File: src/rtl/quant_pkg.sv
// Shared definitions for the activation quantizer / dequantizer pair:
// default datapath widths, FSM state encoding and a counter-width helper.
package quant_pkg;

  // Default widths shared by the quantizer stages.
  localparam int DEFAULT_DATA_W = 32;
  localparam int DEFAULT_IDX_W  = 8;

  // Handshaked iterative-unit states.
  typedef enum logic [1:0] {
    IDLE = 2'd0,
    BUSY = 2'd1,
    DONE = 2'd2
  } state_e;

  // Bit counter width: enough to index IDX_W positions, never zero width.
  function automatic int cnt_w(input int idx_w);
    return (idx_w <= 1) ? 1 : $clog2(idx_w);
  endfunction

endpackage

File: src/rtl/dequant_shift_add.sv
// One shift-add multiplier step: adds unit<<cnt to the accumulator when the
// current index bit is set. Purely combinational; the caller owns all state.
module dequant_shift_add
  import quant_pkg::*;
#(
  parameter int DATA_W = DEFAULT_DATA_W,
  parameter int CNT_W  = 3
) (
  input  logic [DATA_W-1:0] acc_i,
  input  logic [DATA_W-1:0] unit_i,
  input  logic [CNT_W-1:0]  cnt_i,
  input  logic              bit_i,
  output logic [DATA_W-1:0] acc_o
);

  logic [DATA_W-1:0] partial;

  // Partial product for this bit position; plain DATA_W-bit add, no carry out
  // is needed because index*unit never exceeds the tensor maximum.
  always_comb begin
    partial = bit_i ? (unit_i << cnt_i) : '0;
    acc_o   = acc_i + partial;
  end

endmodule

File: src/rtl/dequantizer.sv
// Dequantizer: rebuilds a DATA_W-bit activation from an IDX_W-bit index as
// index * (i_max >> IDX_W), one index bit per BUSY cycle.
// Build option: DEQUANT_ROUND_EN adds unit>>1 (bin midpoint) in the DONE load.
module dequantizer
  import quant_pkg::*;
#(
  parameter int DATA_W = DEFAULT_DATA_W,
  parameter int IDX_W  = DEFAULT_IDX_W
) (
  input  logic              clk,
  input  logic              rst,
  input  logic              i_valid,
  output logic              o_ready,
  input  logic [DATA_W-1:0] i_max,
  input  logic [IDX_W-1:0]  i_index,
  output logic              o_valid,
  input  logic              i_ready,
  output logic [DATA_W-1:0] o_activation
);

  localparam int              CNT_W = cnt_w(IDX_W);
  localparam logic [CNT_W-1:0] LAST = CNT_W'(IDX_W - 1);

  state_e            state_q;
  logic [DATA_W-1:0] unit_q;
  logic [IDX_W-1:0]  shreg_q;
  logic [DATA_W-1:0] acc_q;
  logic [CNT_W-1:0]  cnt_q;
  logic [DATA_W-1:0] act_q;

  logic [DATA_W-1:0] acc_d;
  logic [DATA_W-1:0] result_d;

  dequant_shift_add #(
    .DATA_W (DATA_W),
    .CNT_W  (CNT_W)
  ) u_step (
    .acc_i  (acc_q),
    .unit_i (unit_q),
    .cnt_i  (cnt_q),
    .bit_i  (shreg_q[0]),
    .acc_o  (acc_d)
  );

  // Value loaded into o_activation on the last BUSY edge; the midpoint offset
  // is folded in here so both builds share the same latency.
  always_comb begin
`ifdef DEQUANT_ROUND_EN
    result_d = acc_d + (unit_q >> 1);
`else
    result_d = acc_d;
`endif
  end

  // Handshake FSM plus the iterative multiplier datapath registers.
  always_ff @(posedge clk or negedge rst) begin
    if (!rst) begin
      state_q <= IDLE;
      unit_q  <= '0;
      shreg_q <= '0;
      acc_q   <= '0;
      cnt_q   <= '0;
      act_q   <= '0;
    end else begin
      case (state_q)
        IDLE: begin
          if (i_valid) begin
            unit_q  <= i_max >> IDX_W;
            shreg_q <= i_index;
            acc_q   <= '0;
            cnt_q   <= '0;
            state_q <= BUSY;
          end
        end
        BUSY: begin
          acc_q   <= acc_d;
          shreg_q <= shreg_q >> 1;
          if (cnt_q == LAST) begin
            // Final bit consumed: publish the sum and park the counter.
            act_q   <= result_d;
            cnt_q   <= '0;
            state_q <= DONE;
          end else begin
            cnt_q   <= cnt_q + CNT_W'(1);
          end
        end
        DONE: begin
          // Result and valid hold until the consumer takes them.
          if (i_ready) state_q <= IDLE;
        end
        default: state_q <= IDLE;
      endcase
    end
  end

  assign o_ready      = (state_q == IDLE);
  assign o_valid      = (state_q == DONE);
  assign o_activation = act_q;

endmodule
File: config.mk
export PLATFORM = sky130hd
export DESIGN_NAME = dequantizer
export DESIGN_NICKNAME = d
export VERILOG_FILES = /design/src/rtl/quant_pkg.sv /design/src/rtl/dequant_shift_add.sv /design/src/rtl/dequantizer.sv
export SDC_FILE = /design/constraint.sdc
export NUM_CORES = 1
export LEC_CHECK = 0
export CAP_MARGIN = 20
export CORE_ASPECT_RATIO = 2
export CORE_MARGIN = 2
export CORE_UTILIZATION = 58
export CTS_BUF_LIST = sky130_fd_sc_hd__clkbuf_16
export DETAILED_ROUTE_END_ITERATION = 12
export PLACE_DENSITY = 0.91
export SLEW_MARGIN = 20
export SYNTH_ARGS = -nofsm -noshare
export SYNTH_HDL_FRONTEND = slang
export SYNTH_HIERARCHICAL = 1
export SYNTH_SLANG_ARGS = --single-unit
File: constraint.sdc
create_clock -name clk -period 4.7 [get_ports clk]
set_clock_uncertainty 0.2 [all_clocks]
set_input_delay 0.94 -clock clk [delete_from_list [all_inputs] [get_ports clk]]
set_output_delay 0.94 -clock clk [all_outputs]
set_load 0.005 [all_outputs]
==> results of run 1 <==
[layout make-up]
type	count	area (µm²)
multi-input cells	525	4330
fillers	892	3870
flip-flops and latches	101	2530
repair buffers	79	763
clock buffers	9	225
well taps	147	184
clock inverters	7	48.8
inverters	9	33.8
[cells in the mapped netlist (16+ instances only)]
cell type / count
nor2_1: 29
clkbuf_1: 23
o22ai_1: 16
mux2_4: 52
nand2_1: 65
dfrtp_1: 101
mux4_2: 21
a22o_1: 34
a21oi_1: 47
ha_1: 33
a21o_1: 21
xnor2_1: 21
a21boi_1: 20
[metal layers]
metal | wire (µm) | track usage, % | vias to the layer above
met5 | 0 | 0 | -
met4 | 470 | 11.6 | 0
met3 | 616 | 3.73 | 45
met2 | 8270 | 41.8 | 192
met1 | 6620 | 32.6 | 2712
li1 | - | - | 2571
[flip-flops by register name, summed over array words and instances (netlist names)]
name          flops
o_activation     32
shreg_q           8
cnt_q             3
acc_q            32
state_q           2
unit_q           24
[cell usage in the layout, fill, tap and decap left out, types with 5 or more instances in the layout]
cell             netlist  routed
a22o_1                34      34
nand2b_1               5       5
ha_1                  33      33
buf_4                  1      11
nand4_1                5       5
nor2_1                29      29
a21oi_1               47      47
clkbuf_16              0       9
mux2i_1               15      15
o21ai_1               15      15
xor2_1                 7       7
o21ai_0                7       7
mux4_2                21      21
nor3_1                 7       7
dfrtp_1              101     100
clkdlybuf4s50_1        0      68
xnor2_1               21      21
o21a_1                 5       5
nand2_1               65      65
a21boi_1              20      20
conb_1                 1      20
nand3_1                7       7
o22ai_1               16      16
mux2_2                 7       7
inv_1                  7       7
mux2_4                52      52
nor2b_1               15      14
o31ai_1                7       7
a21o_1                21      21
[cell families after synthesis]
group / count (synthesis) / share of synthesized area, %
other: 1 / 0.0531
buffers and inverters: 55 / 3.88
xor gates and xnor gates: 28 / 3.48
and+or+nand+nor: 148 / 9.91
AOI/OAI and AO/OA: 199 / 19.6
DFF: 101 / 35.8
adders and majority gates: 34 / 6.13
muxes: 96 / 21.2
[through the flow]
stage | utilization [%] | cell area [µm²] | setup slack (ns)
final | 67.7 | 8110 | 0.422
after global routing | 67.7 | 8110 | 0.136
after CTS | 67.7 | 8110 | 0.438
after detailed placement | 65.4 | 7840 | 0.448
after global placement | 65.4 | 7840 | 0.583
after floorplan | - | 7130 | 0.787
[worst max path at each step]
stage,startpoint,endpoint,cells after the start
after CTS,cnt_q[0],o_activation[31],13
final,cnt_q[0],o_activation[31],13
after floorplan,cnt_q[0],o_activation[24],15
after global routing,cnt_q[0],o_activation[29],14
after global placement,cnt_q[0],o_activation[30],12
after detailed placement,cnt_q[0],o_activation[31],13
[worst max-delay path: stages (launching register included)]
cell and delay [ns]:
dfrtp_2 0.65, buf_4 0.41, mux4_2 0.59, nand2_1 0.09
a21boi_1 0.10, ha_1 0.39, a21o_1 0.23, a21o_1 0.17
a21oi_1 0.21, o21ai_0 0.18, a2111oi_2 0.40, o21ai_1 0.12
o211a_1 0.17, mux2_2 0.26
==> results.toml, run 1 <==
[layout]
antenna_cells = 0
nets = 803
layoutNonFillerInstCount = 877
final_layout_size_suffix_gt1_share_pct = 15.8
syn_to_final_growth_pct = 15.0

[synthesis]
synth_edf_count = 0
netlist_area_mm2 = 0.00706
synth-async-reset-ratio_pct = 100
yosysSeqAreaShare_pct = 35.8
synth_top_cell_by_area = "dfrtp_1"
ys.flop_type = "dfrtp_1"
yosys_warnings = 6
synth_seq_cells = 101
netlist_instances = 662
syn_avg_cell_area_um2 = 10.7
synth_cell_types = 64
yosys.area.top_type_share_pct = 35.8
synthTopCellsByArea = "dfrtp_1, mux2_4, mux4_2, ha_1, a22o_1"

[global_routing]
grt_pass1_wl_um = 26500
grt_pass1_vias = 5617
antenna_found_initial = 0
gr-usage-all-layers_pct = 25.5
grt_max_degree = 74
grt_overflow_total = 0

[job]
maxCapViolCount = 0

[sta]
finalCritPeriodShare_pct = 91.0
final.setup.tns_ns = 0
period_needed_ns = 4.28
tightest_slew_ns = 0.912
relSlewSlack_pct = 39.2
grt_setup_unrepaired = "no"
fmax_mhz = 234
slew_viol_final = 0
holdWs_ns = 0.306
hold_viol_final = 0
setup_viol = 0

[worst_setup_path]
rr_endpoint = "o_activation[31]"
worstPathRequired_ns = 4.74
cp_max_fo = 21
cp_data_arrival_time_ns = 4.32
worst-setup-path-type = "reg -> reg"
reg2regPathDepth = 13
worst_setup_path_end_kind = "flip-flop"
crit_path_start_kind = "flip-flop"
r2r_slack_ns = 0.42
worst_r2r_startpoint = "cnt_q[0]"

[die]
io_pins = 78
initial_core_util_pct = 58.9
die_width_um = 82.0
rows = 57
die_y_um = 160
die-area_mm2 = 0.0131
fp.coreArea_mm2 = 0.0120

[clock_tree]
cts_buffers = 9
cts-root-buf = "clkbuf_16"
cts.sinks = 101
clkTransAtPathRegs_ns = 0.07
clock_latency_ns = 0.35
htree_levels = 3
postCtsSetupRepairBufs = 0
cts_tree = "built"
clk_path_buf_depth = 2
cts_resized = 0
ctsHoldBuffers = 0

[drt]
wirelength_um = 16000
drt_iter0_markers = 484
vias_per_cell = 6.29
vias = 5520
drc = 0
drt.antenna.violating_nets = 0
avgRoutedWirePerCell_um = 18.2
dr.pass1.iters = 5

[worst_hold_path]
hold_end = "acc_q[9]"
holdPathStages = 1
hold_start = "acc_q[9]"
hp-class = "reg -> reg"

[run_status]
status = "finished clean"

[placement]
place.gp.congestion = 0.887
hpwlAfterDp_um = 11500
port_buffers = 69
dp.cells = 861
Power of run 1 is not shown: default switching activity piles up to over one toggle a cycle in this logic, so the estimate is an artifact.
==> inputs of run 2 (changes only) <==
CELL_PAD_IN_SITES_DETAIL_PLACEMENT = 1   (was not set)
CELL_PAD_IN_SITES_GLOBAL_PLACEMENT = 1   (was not set)
CORE_UTILIZATION = 46   (was 58)
==> results.toml, run 2 (synthesis results as in run 1) <==
[run_status]
status = "finished clean"

[clock_tree]
cts.sinks = 101
htree_levels = 3
cts_buffers = 9
clkTransAtPathRegs_ns = 0.07
clk_path_buf_depth = 2
ctsHoldBuffers = 0
clock_latency_ns = 0.35
cts_tree = "built"
postCtsSetupRepairBufs = 0
cts_resized = 0
cts-root-buf = "clkbuf_16"

[drt]
vias_per_cell = 5.94
vias = 5518
wirelength_um = 19200
drt.antenna.violating_nets = 0
drt_iter0_markers = 201
avgRoutedWirePerCell_um = 20.7
dr.pass1.iters = 4
drc = 0

[sta]
setup_viol = 0
holdWs_ns = 0.271
period_needed_ns = 4.38
final.setup.tns_ns = 0
grt_setup_unrepaired = "no"
slew_viol_final = 0
relSlewSlack_pct = 27.2
hold_viol_final = 0
finalCritPeriodShare_pct = 93.2
tightest_slew_ns = 1.09
fmax_mhz = 228

[layout]
nets = 804
layoutNonFillerInstCount = 929
final_common_cell = "dfrtp_1"
syn_to_final_growth_pct = 17.3
final_layout_size_suffix_gt1_share_pct = 15.9
stdcell_area_mm2 = 0.00827
mostFrequentLayoutCells = "dfrtp_1, clkdlybuf4s50_1, nand2_1, mux2_4, a21oi_1"
fillCellCount = 1637
antenna_cells = 0

[placement]
dp.cells = 912
hpwlAfterDp_um = 14100
place.gp.congestion = 0.847
place_area_mm2 = 0.00791
port_buffers = 69

[die]
rows = 64
fp.coreArea_mm2 = 0.0151
initial_core_util_pct = 46.6
io_pins = 78
die_y_um = 179
die-area_mm2 = 0.0164
die_width_um = 91.6

[worst_setup_path]
critPathBufInv = 0
crit_path_start_kind = "flip-flop"
crit_top_cell = "mux2i_1"
worst-setup-path-type = "reg -> reg"
slowest_stage = "dfrtp_2"
cp_max_fo = 18
critPathMaxStageDelay_ns = 0.64
worstPathRequired_ns = 4.74
cp_data_arrival_time_ns = 4.42
cp_top_family = "compound AO/OA/AOI/OAI gates"
worst_setup_path_end_kind = "flip-flop"
path_cells = "mux2i_1 -> mux2i_1 -> a21oi_1 -> nor2b_1 -> ha_1 -> a21o_1 -> a31o_1 -> o21a_1 -> o31ai_1 -> o31ai_2 -> a41oi_1 -> xnor2_1 -> mux2_4"

[global_routing]
grt_pass1_vias = 6034
gr-usage-all-layers_pct = 24.1
grt_overflow_total = 0
grt_max_degree = 79
antenna_found_initial = 0
grt_pass1_wl_um = 31300

[job]
maxCapViolCount = 0

[worst_hold_path]
hp-class = "in -> async"
run 2: per-layer routing:
layer / GRT usage, % / routed length [µm]
met1: 28.2 / 7890
met2: 44.6 / 10500
met3: 2.69 / 357
met4: 9.22 / 466
met5: 0 / 0
run 2: cell type report:
class / instances / area (µm²) / area share [%]
multi-input cells: 525 / 4340 / 52.5
repair buffers: 80 / 791 / 9.56
flip-flops and latches: 101 / 2530 / 30.6
clock buffers: 9 / 225 / 2.72
inverters: 9 / 33.8 / 0.408
well taps: 198 / 248 / 2.99
clock inverters: 7 / 106 / 1.29
run 2: through the flow:
step / setup WS (ns) / util [%]
after floorplan: 0.787 / -
after global placement: 0.334 / 52.3
after detailed placement: 0.267 / 52.3
after CTS: 0.246 / 54.5
after global routing: 0.123 / 54.7
final: 0.320 / 54.7
run 2: worst paths after layout:
kind	depth (start not counted)	end	from	slack, ns
min in group clk	1	o_activation[26]	o_activation[26]	0.31
max	13	o_activation[29]	cnt_q[0]	0.32
max reg2reg	13	o_activation[29]	cnt_q[0]	0.32
max in group asynchronous	2	shreg_q[4]	rst	3.40
min reg2reg	1	o_activation[26]	o_activation[26]	0.31
min	1	o_activation[25]	rst	0.27
run 2: worst register-to-register path: cells and delay by family, from the launching register on:
| kind | cells | cell delay (ns) |
|---|---|---|
| AO/OA/AOI/OAI | 7 | 2.09 |
| XOR/XNOR | 1 | 0.14 |
| adder cells (fa/ha/maj) | 1 | 0.34 |
| flip-flops | 1 | 0.64 |
| multiplexers | 3 | 0.79 |
| AND/OR/NAND/NOR | 1 | 0.06 |
Power of run 2 is left out for the same reason.
==> inputs of run 3 (changes only) <==
CAP_MARGIN = 25   (was 20)
==> results of run 3 <==
The final DEF is identical to that of run 2; final timing and power are the same.
Power of run 3 is left out for the same reason.
